$ cat config.mk
export PLATFORM = sky130hd
export DESIGN_NAME = mem_wait_bridge
export DESIGN_NICKNAME = d
export VERILOG_FILES = /design/src/rtl/riscv_pkg.sv /design/src/rtl/bus_timeout_counter.sv /design/src/rtl/mem_wait_bridge.sv
export SDC_FILE = /design/constraint.sdc
export NUM_CORES = 1
export LEC_CHECK = 0
export CORE_MARGIN = 2
export CORE_UTILIZATION = 41
export CTS_CLUSTER_SIZE = 40
export DETAILED_ROUTE_END_ITERATION = 7
export PLACE_DENSITY = 0.85
export SLEW_MARGIN = 20
export SYNTH_ARGS = -nofsm -noshare
export SYNTH_HDL_FRONTEND = slang
export SYNTH_SLANG_ARGS = --single-unit
$ cat constraint.sdc
create_clock -name clk -period 2.4 [get_ports clk]
set_clock_uncertainty 0.05 [all_clocks]
set_input_delay 0.72 -clock clk [delete_from_list [all_inputs] [get_ports clk]]
set_output_delay 0.72 -clock clk [all_outputs]
set_load 0.05 [all_outputs]
$ cat src/rtl/riscv_pkg.sv
// Shared bus definitions for the core-to-memory wait-state bridge.
package riscv_pkg;
  localparam int ADDR_W_DEF  = 32;
  localparam int DATA_W_DEF  = 32;
  localparam int TIMEOUT_DEF = 255;

  typedef enum logic [1:0] {
    IDLE = 2'd0,
    REQ  = 2'd1,
    RESP = 2'd2,
    DONE = 2'd3
  } bus_state_e;

  function automatic logic is_aligned(input logic [1:0] lsb);
    return lsb == 2'b00;
  endfunction
endpackage

$ cat src/rtl/bus_timeout_counter.sv
// Counts active bus cycles; hit marks the LIMIT-th cycle of an access.
module bus_timeout_counter #(
  parameter int LIMIT = 255,
  parameter int CNT_W = 16
) (
  input  logic clk,
  input  logic reset,
  input  logic clr,
  input  logic en,
  output logic hit
);
  logic [CNT_W-1:0] cnt;

  always_ff @(posedge clk or negedge reset) begin
    if (!reset)   cnt <= '0;
    else if (clr) cnt <= '0;
    else if (en)  cnt <= cnt + 1'b1;
  end

  // cnt holds the number of completed active cycles, so LIMIT-1 means this is the last one
  assign hit = en && (cnt == CNT_W'(LIMIT - 1));
endmodule

$ cat src/rtl/mem_wait_bridge.sv
// Turns the core's single-cycle memory access into a valid/ready request
// with a read-response handshake, stalling the core while it is in flight.
module mem_wait_bridge import riscv_pkg::*; #(
  parameter int ADDR_W      = ADDR_W_DEF,
  parameter int DATA_W      = DATA_W_DEF,
  parameter int TIMEOUT     = TIMEOUT_DEF,
  parameter bit ALIGN_CHECK = 1'b1
) (
  input  logic              clk,
  input  logic              reset,
  input  logic              core_req,
  input  logic              core_we,
  input  logic [ADDR_W-1:0] core_addr,
  input  logic [DATA_W-1:0] core_wdata,
  output logic [DATA_W-1:0] core_rdata,
  output logic              core_stall,
  output logic              core_done,
  output logic              bus_err,
  output logic              mem_valid,
  output logic              mem_we,
  output logic [ADDR_W-1:0] mem_addr,
  output logic [DATA_W-1:0] mem_wdata,
  input  logic              mem_ready,
  input  logic              mem_rvalid,
  input  logic [DATA_W-1:0] mem_rdata
);
  bus_state_e state;
  logic aligned, start, active, tmo;

  assign aligned    = !ALIGN_CHECK || is_aligned(core_addr[1:0]);
  assign start      = (state == IDLE) && core_req && aligned;
  assign active     = (state == REQ) || (state == RESP);
  assign core_stall = active || start;

  bus_timeout_counter #(.LIMIT(TIMEOUT), .CNT_W(16)) u_tmo (
    .clk   (clk),
    .reset (reset),
    .clr   (start),
    .en    (active),
    .hit   (tmo)
  );

  always_ff @(posedge clk or negedge reset) begin
    if (!reset) begin
      state      <= IDLE;
      core_rdata <= '0;
      core_done  <= 1'b0;
      bus_err    <= 1'b0;
      mem_valid  <= 1'b0;
      mem_we     <= 1'b0;
      mem_addr   <= '0;
      mem_wdata  <= '0;
    end else begin
      core_done <= 1'b0;
      case (state)
        IDLE: if (core_req) begin
          if (aligned) begin
            mem_valid <= 1'b1;
            mem_we    <= core_we;
            mem_addr  <= core_addr;
            mem_wdata <= core_wdata;
            state     <= REQ;
          end else begin
            bus_err   <= 1'b1;
            core_done <= 1'b1;
            state     <= DONE;
          end
        end
        REQ: begin
          // completion is tested before the timeout so a last-cycle finish is clean
          if (mem_ready) begin
            mem_valid <= 1'b0;
            if (mem_we || mem_rvalid) begin
              if (!mem_we) core_rdata <= mem_rdata;
              core_done <= 1'b1;
              state     <= DONE;
            end else if (tmo) begin
              bus_err   <= 1'b1;
              core_done <= 1'b1;
              state     <= DONE;
            end else begin
              state <= RESP;
            end
          end else if (tmo) begin
            mem_valid <= 1'b0;
            bus_err   <= 1'b1;
            core_done <= 1'b1;
            state     <= DONE;
          end
        end
        RESP: begin
          if (mem_rvalid) begin
            core_rdata <= mem_rdata;
            core_done  <= 1'b1;
            state      <= DONE;
          end else if (tmo) begin
            bus_err   <= 1'b1;
            core_done <= 1'b1;
            state     <= DONE;
          end
        end
        DONE:    state <= IDLE;
        default: state <= IDLE;
      endcase
    end
  end
endmodule

## Word-level counts from Yosys, hierarchy flattened

Cells that the tools add are included.

- $add $sub $neg: 1
- Eq/ne operators: 14
- Multiplexer cells: 34
- Reductions and logical operators: 16

Operators by type and width:

| operator | count |
|---|---|
| 2-to-1 mux 32 bit | 4 |
| case mux 32 bit (2 select lines) | 1 |
| 2-to-1 mux 16 bit | 2 |
| 2-to-1 mux 1 bit | 18 |
| adder 16 x 1 -> 16 bit, second input constant | 1 |
| equality test 16 x 8 -> 1 bit, second input constant | 1 |
| != test 2 bit, second input constant | 7 |
| 2-to-1 mux 2 bit | 5 |
| AND reduction 5 bit | 2 |
| case mux 2 bit (4 select lines) | 1 |
| != test 3 bit, second input constant | 2 |
| case mux 1 bit (3 select lines) | 2 |
| nonzero test 2 bit | 3 |
| equality test 2 bit, second input constant | 2 |
| logical NOT 2 bit | 2 |
| AND reduction 4 bit | 1 |
| logical AND 1 bit | 3 |
| logical OR 1 bit | 3 |
| AND reduction 3 bit | 1 |
| nonzero test 3 bit | 1 |
| equality test 2 x 1 -> 1 bit, second input constant | 1 |
| != test 2 x 1 -> 1 bit, second input constant | 1 |
| case mux 1 bit (2 select lines) | 1 |

- Register bits: 118
- Output and inout port bits: 101

## Longest topological paths before layout

Gate-level depths: netlist of the first run.

- Depth in word-level cells: 7
- Gate-level depth with buffers: 7
- Depth with buffers taken out: 6

## Hierarchy

Synthesis of the first run repeated with hierarchy kept, for this count alone.

- Cell total of the unflattened synthesis: 340
- Area, all modules: 4,916.0 um^2

By module, submodules not included:

| module | times used | cells an instance | area an instance (um^2) | seq. area each (um^2) |
|---|---|---|---|---|
| mem_wait_bridge | 1 | 250 | 4,051.4 | 2,552.4 |
| bus_timeout_counter | 1 | 90 | 864.6 | 400.4 |

## Worst setup path before layout of the first run

No wires, ideal clock.

- Path kind: input to output
- From: input port core_addr[1]
- To: output port core_stall
- Data arrival time: 1.322 ns
- Data required time: 1.630 ns
- Setup slack: 0.308 ns
- Cell stages on the path: 3
- Cell sequence: nor2_1 -> nand3_1 -> nand2_1

- Word-level cells in the longest chain between the ends: 3

RTL lines:

| element | RTL line | RTL |
|---|---|---|
| start, declared | mem_wait_bridge.sv:13 | `input logic [ADDR_W-1:0] core_addr,` |
| logical NOT 2 bit | riscv_pkg.sv:15 | `return lsb == 2'b00;` |
| logical AND 1 bit | mem_wait_bridge.sv:31 | `assign start = (state == IDLE) && core_req && aligned;` |
| logical OR 1 bit | mem_wait_bridge.sv:33 | `assign core_stall = active \|\| start;` |
| end, declared | mem_wait_bridge.sv:16 | `output logic core_stall,` |

Every way passes these cells.

## Final worst setup path of the first run

- From: register mem_addr[2]
- To: output port mem_addr[2]

RTL lines:

| element | RTL line | RTL |
|---|---|---|
| start, declared | mem_wait_bridge.sv:21 | `output logic [ADDR_W-1:0] mem_addr,` |
| start signal, assigned | mem_wait_bridge.sv:60 | `mem_addr <= core_addr;` |

No word-level cell between the ends.

==> results of run 1 <==
-- power by group through the flow --
| stage | registers, uW | clock network [uW] | logic (uW) |
|---|---|---|---|
| finish | 3570 | 2570 | 6780 |
| global route | 3700 | 2710 | 7090 |
| CTS | 3570 | 2620 | 6830 |
| detailed placement | 3590 | 0 | 6750 |
| global placement | 3530 | 0 | 6630 |
| floorplan | 6400 | 0 | 1530 |
-- cell type report --
class	count	area, um2	area share (%)
Clock buffer	22	494.2	6.345
Clock inverter	10	120.1	1.542
Timing Repair Buffer	219	2227	28.59
Inverter	11	41.29	0.5301
Tap cell	143	178.9	2.297
Multi-Input combinational cell	199	1773	22.76
Sequential cell	118	2954	37.93
-- per-layer routing --
metal,global-route usage [%],vias to the layer above,wire length [um]
met3,8.693,29,1080
met2,34.30,179,6386
met4,9.024,0,289
li1,-,1651,-
met1,21.49,1740,4499
met5,0,-,0
-- flip-flops by register name, summed over array words and instances, names as in the netlist --
name	cells
bus_err	1
mem_valid	1
mem_we	1
core_done	1
u_tmo.cnt	16
core_rdata	32
mem_addr	32
state	2
mem_wdata	32
-- kinds of logic after synthesis --
group,Yosys count
DFF,118
muxes,96
and+or+nand+nor,63
buffers and inverters,24
AOI/OAI and AO/OA,22
xor gates and xnor gates,12
adders and majority gates,6
-- per-stage QoR --
step	cells	TNS, ns	power, uW
floorplan	341	0	7928
global placement	684	-3.146	10160
detailed placement	684	-4.048	10340
CTS	721	0	13020
global route	722	0	13500
finish	722	0	12920
-- worst min-delay path by stage --
stage	cells past startpoint	from	end	slack (ns)
2_1_floorplan	0	reset	bus_err	0.37
3_3_place_gp	1	mem_wdata[0]	mem_wdata[0]	0.42
3_5_place_dp	1	bus_err	bus_err	0.43
4_1_cts	1	reset	core_done	0.22
5_1_grt	1	reset	core_done	0.22
6_report	1	reset	core_done	0.20
-- cells in the mapped netlist, types with 2 or more instances --
cell type  instances
nor4_1             4
or3_1              4
and2_1             2
nand2_1           11
nor2_1            20
mux2_2            89
xor2_1             3
o21ai_0            5
buf_2             11
nor3_1             4
mux2_1             6
ha_1               6
inv_1             11
nor4b_1            2
nand3_1            5
nand4_1            3
a21oi_1            8
xnor2_1            9
dfrtp_1          118
and3_1             2
-- what timing repair did --
action | 4_1_cts | 5_1_grt
endpoints found under the setup margin | 1 | 10
pin swaps | 2 | 3
gates resized for setup | 8 | 12
hold endpoints to repair | 0 | 0
buffers inserted | 5 | 1
hold buffers | 0 | 0
==> metrics.yaml, run 1 <==
grt:
  overflow: 0
  grt_pass1_vias: 4033
  antenna_found_initial: 0
  track_usage_pct: 20.03
  grt_pass1_wl_um: 19940
  grt_max_degree: 51
power:
  p_leak_uw: 0.003382
  clock_power_share_pct: 19.9
  intPower_uw: 7212
  switching_share_pct: 44.16
  power.switching_uw: 5704
  p_seq_share_pct: 27.6
  ir_drop_mv: 0.9946
  powerDensity_nw_per_um2: 1658
  comb_power_share_pct: 52.5
die:
  start_util_pct: 42.08
  fp.coreArea_um2: 11420
  pin_count: 203
  rows: 39
  die_y_um: 112.3
  die_w_um: 112.3
  die-area_um2: 12600
synth:
  synthTopCellsByArea: "dfrtp_1 61%, mux2_2 21%, xnor2_1 1.6%"
  yosys_warnings: 0
  synth_compound_area_share_pct: 2.969
  synthAdderAreaFrac_pct: 1.563
  async_flop_share_pct: 100.0
  syn_area_um2: 4805
  yosysTopAreaCell: "dfrtp_1"
  synth-xor-area-share_pct: 2.188
  synth-seq-area-share_pct: 61.46
  synth_cell_types: 38
  synth_top_family_by_area: "multiplexers"
  yosys.area_share.simple_pct: 7.109
  synth-edff-count: 0
  synthesis.nets: 449
  synth.top_cell.area_share_pct: 61.46
  synth_cells: 341
  synthFlopType: "dfrtp_1"
  syn_area_per_cell_um2: 14.09
  ys_ff_latch: 118
  synth_mux_area_share_pct: 22.47
drt:
  post_drt_wl_per_cell_um: 16.97
  drt-initial-drc-count: 113
  drc: 0
  drt-pass1-iter-count: 4
  dr_total_vias: 3599
  viasPerCell: 4.985
  wirelength_um: 12260
  drtAntennaViolNets: 0
clock_network:
  cts_tree: "built"
  cts_buffer_depth: 2
  cts_sinks: 118
  cts_inserted_buffers: 17
  htree_levels: 4
  clock-root-buffer: "clkbuf_16"
  insertion_delay_ns: 0.40
  path_clk_slew_ns: 0.05
timing:
  slew_viol_final: 0
  min_period_over_period_pct: 98.07
  fin_ws_ns: 0.04635
  worstMarginPinSlew_ns: 0.6130
  rsz0062_at_grt: "no"
  setup_viol: 0
  whs_ns: 0.2025
  maxSlewHeadroom_pct: 58.56
  period_needed_ns: 2.354
  finalHoldViolCount: 0
  fmax_mhz: 424.9
final_layout:
  final_common_cell: "clkdlybuf4s50_1"
  final_area_um2: 7789
  fin_util_pct: 68.21
  n_fill_cell: 831
  area.growth.synth_to_final_pct: 62.11
  final_nets: 674
  drive_above_1_share_pct: 26.42
  final_cell_mix: "187 x clkdlybuf4s50_1, 117 x dfrtp_1, 89 x mux2_2"
  num_antenna_cells: 0
setup_path:
  crit_path_end: "mem_addr[2]"
  critPathBufInv: 1
  r2r_cells: 6
  reg2reg_from: "u_tmo.cnt[0]"
  cp.depth: 1
  required_ns: 1.63
  start_kind: "flop"
  crit_type: "flop to primary output"
  crit_fanout: 2
  critPathMaxStageDelay_ns: 0.83
  path_cells: "clkdlybuf4s50_1"
  rrSetupSlack_ns: 0.27
  arrival_ns: 1.58
  cp_top_family: "buffers and inverters"
  slowest_stage: "clkdlybuf4s50_1"
  worstSetupStartpoint: "mem_addr[2]"
  r2r-end: "mem_valid"
  cp-end-kind: "primary output"
placement:
  port_buffers: 202
  place_ws_ns: -0.08566
  dp.final_hpwl_um: 8735
  post_dp_cell_area_um2: 7083
  place.gp.congestion: 0.8692
worst_hold_path:
  hp-class: "input port to asynchronous set/reset pin"
run_status:
  status: "complete, no violations"
run:
  cap_violations: 0
Note: power is estimated with default switching activity, not from simulation.
==> run 2: changes to the inputs <==
Settings changed: PLACE_DENSITY 0.85 to 0.83, SKIP_CTS_REPAIR_TIMING from default to 1.
==> metrics.yaml, run 2 (same netlist as run 1, synthesis figures left out) <==
power:
  p_leak_uw: 0.003399
  ir_drop_mv: 1.005
  powerDensity_nw_per_um2: 1648
run:
  cap_violations: 0
final_layout:
  drive_above_1_share_pct: 26.33
  final_cells: 724
  final_cell_mix: "187 x clkdlybuf4s50_1, 117 x dfrtp_1, 89 x mux2_2"
  final_nets: 677
  final_common_cell: "clkdlybuf4s50_1"
  area.growth.synth_to_final_pct: 62.14
  num_antenna_cells: 0
  fin_util_pct: 68.22
  top_regs: "core_rdata: 32 flops, mem_addr: 32 flops, mem_wdata: 32 flops"
drt:
  drt-initial-drc-count: 141
  drt-pass1-iter-count: 4
  wirelength_um: 12240
  drtAntennaViolNets: 0
  viasPerCell: 5.003
  dr_total_vias: 3622
  drc: 0
  post_drt_wl_per_cell_um: 16.91
setup_path:
  cp-end-kind: "primary output"
  path_cells: "clkdlybuf4s50_1"
  critPathBufInv: 1
  critPathMaxStageDelay_ns: 0.84
  start_kind: "flop"
  arrival_ns: 1.60
  crit_fanout: 2
  cp_top_family: "buffers and inverters"
  required_ns: 1.63
  slowest_stage: "clkdlybuf4s50_1"
  crit_type: "flop to primary output"
timing:
  slew_viol_final: 0
  worstMarginPinSlew_ns: 0.5514
  period_needed_ns: 2.373
  min_period_over_period_pct: 98.89
  finalSetupTns_ns: 0
  finalHoldViolCount: 0
  setup_viol: 0
  maxSlewHeadroom_pct: 63.12
  fmax_mhz: 421.4
  rsz0062_at_grt: "no"
grt:
  overflow: 0
  antenna_found_initial: 0
  grt_pass1_vias: 3990
  grt_pass1_wl_um: 20030
  grt_max_degree: 46
  track_usage_pct: 20.46
placement:
  dp_cells: 693
  port_buffers: 202
  dp.final_hpwl_um: 9019
  place.gp.congestion: 0.8402
die:
  die_w_um: 112.3
  fp.coreArea_um2: 11420
  pin_count: 203
  start_util_pct: 42.08
  die-area_um2: 12600
  rows: 39
  die_y_um: 112.3
clock_network:
  cts_buffer_depth: 2
  clock-root-buffer: "clkbuf_16"
  htree_levels: 4
  path_clk_slew_ns: 0.05
  cts_inserted_buffers: 17
  cts_sinks: 118
  insertion_delay_ns: 0.40
  cts_tree: "built"
worst_hold_path:
  hp-class: "input port to asynchronous set/reset pin"
run_status:
  status: "complete, no violations"
==> run 2: cell count changes in the layout (fill, tap and decap cells not counted), sizes merged <==
cell / previous run / this run
clkbuf: 22 / 21
dlymetal6s2s: 10 / 11
clkinv: 3 / 6
dlygate4sd2: 2 / 0
buf: 20 / 24
clkinvlp: 5 / 2
==> run 2: per-stage QoR <==
| step | area [um2] | hold WS (ns) | total power, uW | setup WS [ns] |
|---|---|---|---|---|
| 4_1_cts | 7739 | 0.2047 | 12910 | -0.1042 |
| 6_report | 7790 | 0.2138 | 12840 | 0.02670 |
| 5_1_grt | 7790 | 0.2362 | 13420 | 0.0007448 |
| 3_5_place_dp | 7173 | 0.4103 | 10420 | -0.06258 |
| 2_1_floorplan | 4805 | 0.3744 | 7928 | 0.3077 |
| 3_3_place_gp | 7173 | 0.4078 | 10230 | -0.03202 |
==> run 2: cell type report <==
type,count,area (um2)
repair buffers,222,2277
fillers,823,3628
inverters,11,41.29
clock inverters,10,105.1
clock buffers,21,460.4
well taps,143,178.9
multi-input cells,199,1773
flip-flops and latches,118,2954
==> run 2: worst paths after layout <==
check	slack [ns]	cells past startpoint	end	startpoint
worst max-delay path	0.03	1	mem_addr[6]	mem_addr[6]
worst min-delay path	0.21	1	mem_addr[29]	reset
worst max register to register	0.41	7	mem_addr[26]	state[0]
worst min register to register	0.42	1	bus_err	bus_err
max in group asynchronous	1.50	2	core_rdata[23]	reset
min in group clk	0.42	1	bus_err	bus_err
==> run 2: routing by layer <==
metal  GRT usage, %  vias to the layer above  routed length [um]
met3          8.099                       24                1035
met4          8.455                        0                 245
li1               -                     1661                   -
met5              0                        -                   0
met1          22.94                     1779                4572
met2          34.90                      158                6387
==> run 2: report_power, final <==
part	total, uW	leakage (uW)	internal [uW]	switching, uW
combinational	6830	0.00169	2620	4220
clock	2420	0.000278	1560	855
sequential	3590	0.00143	2960	627
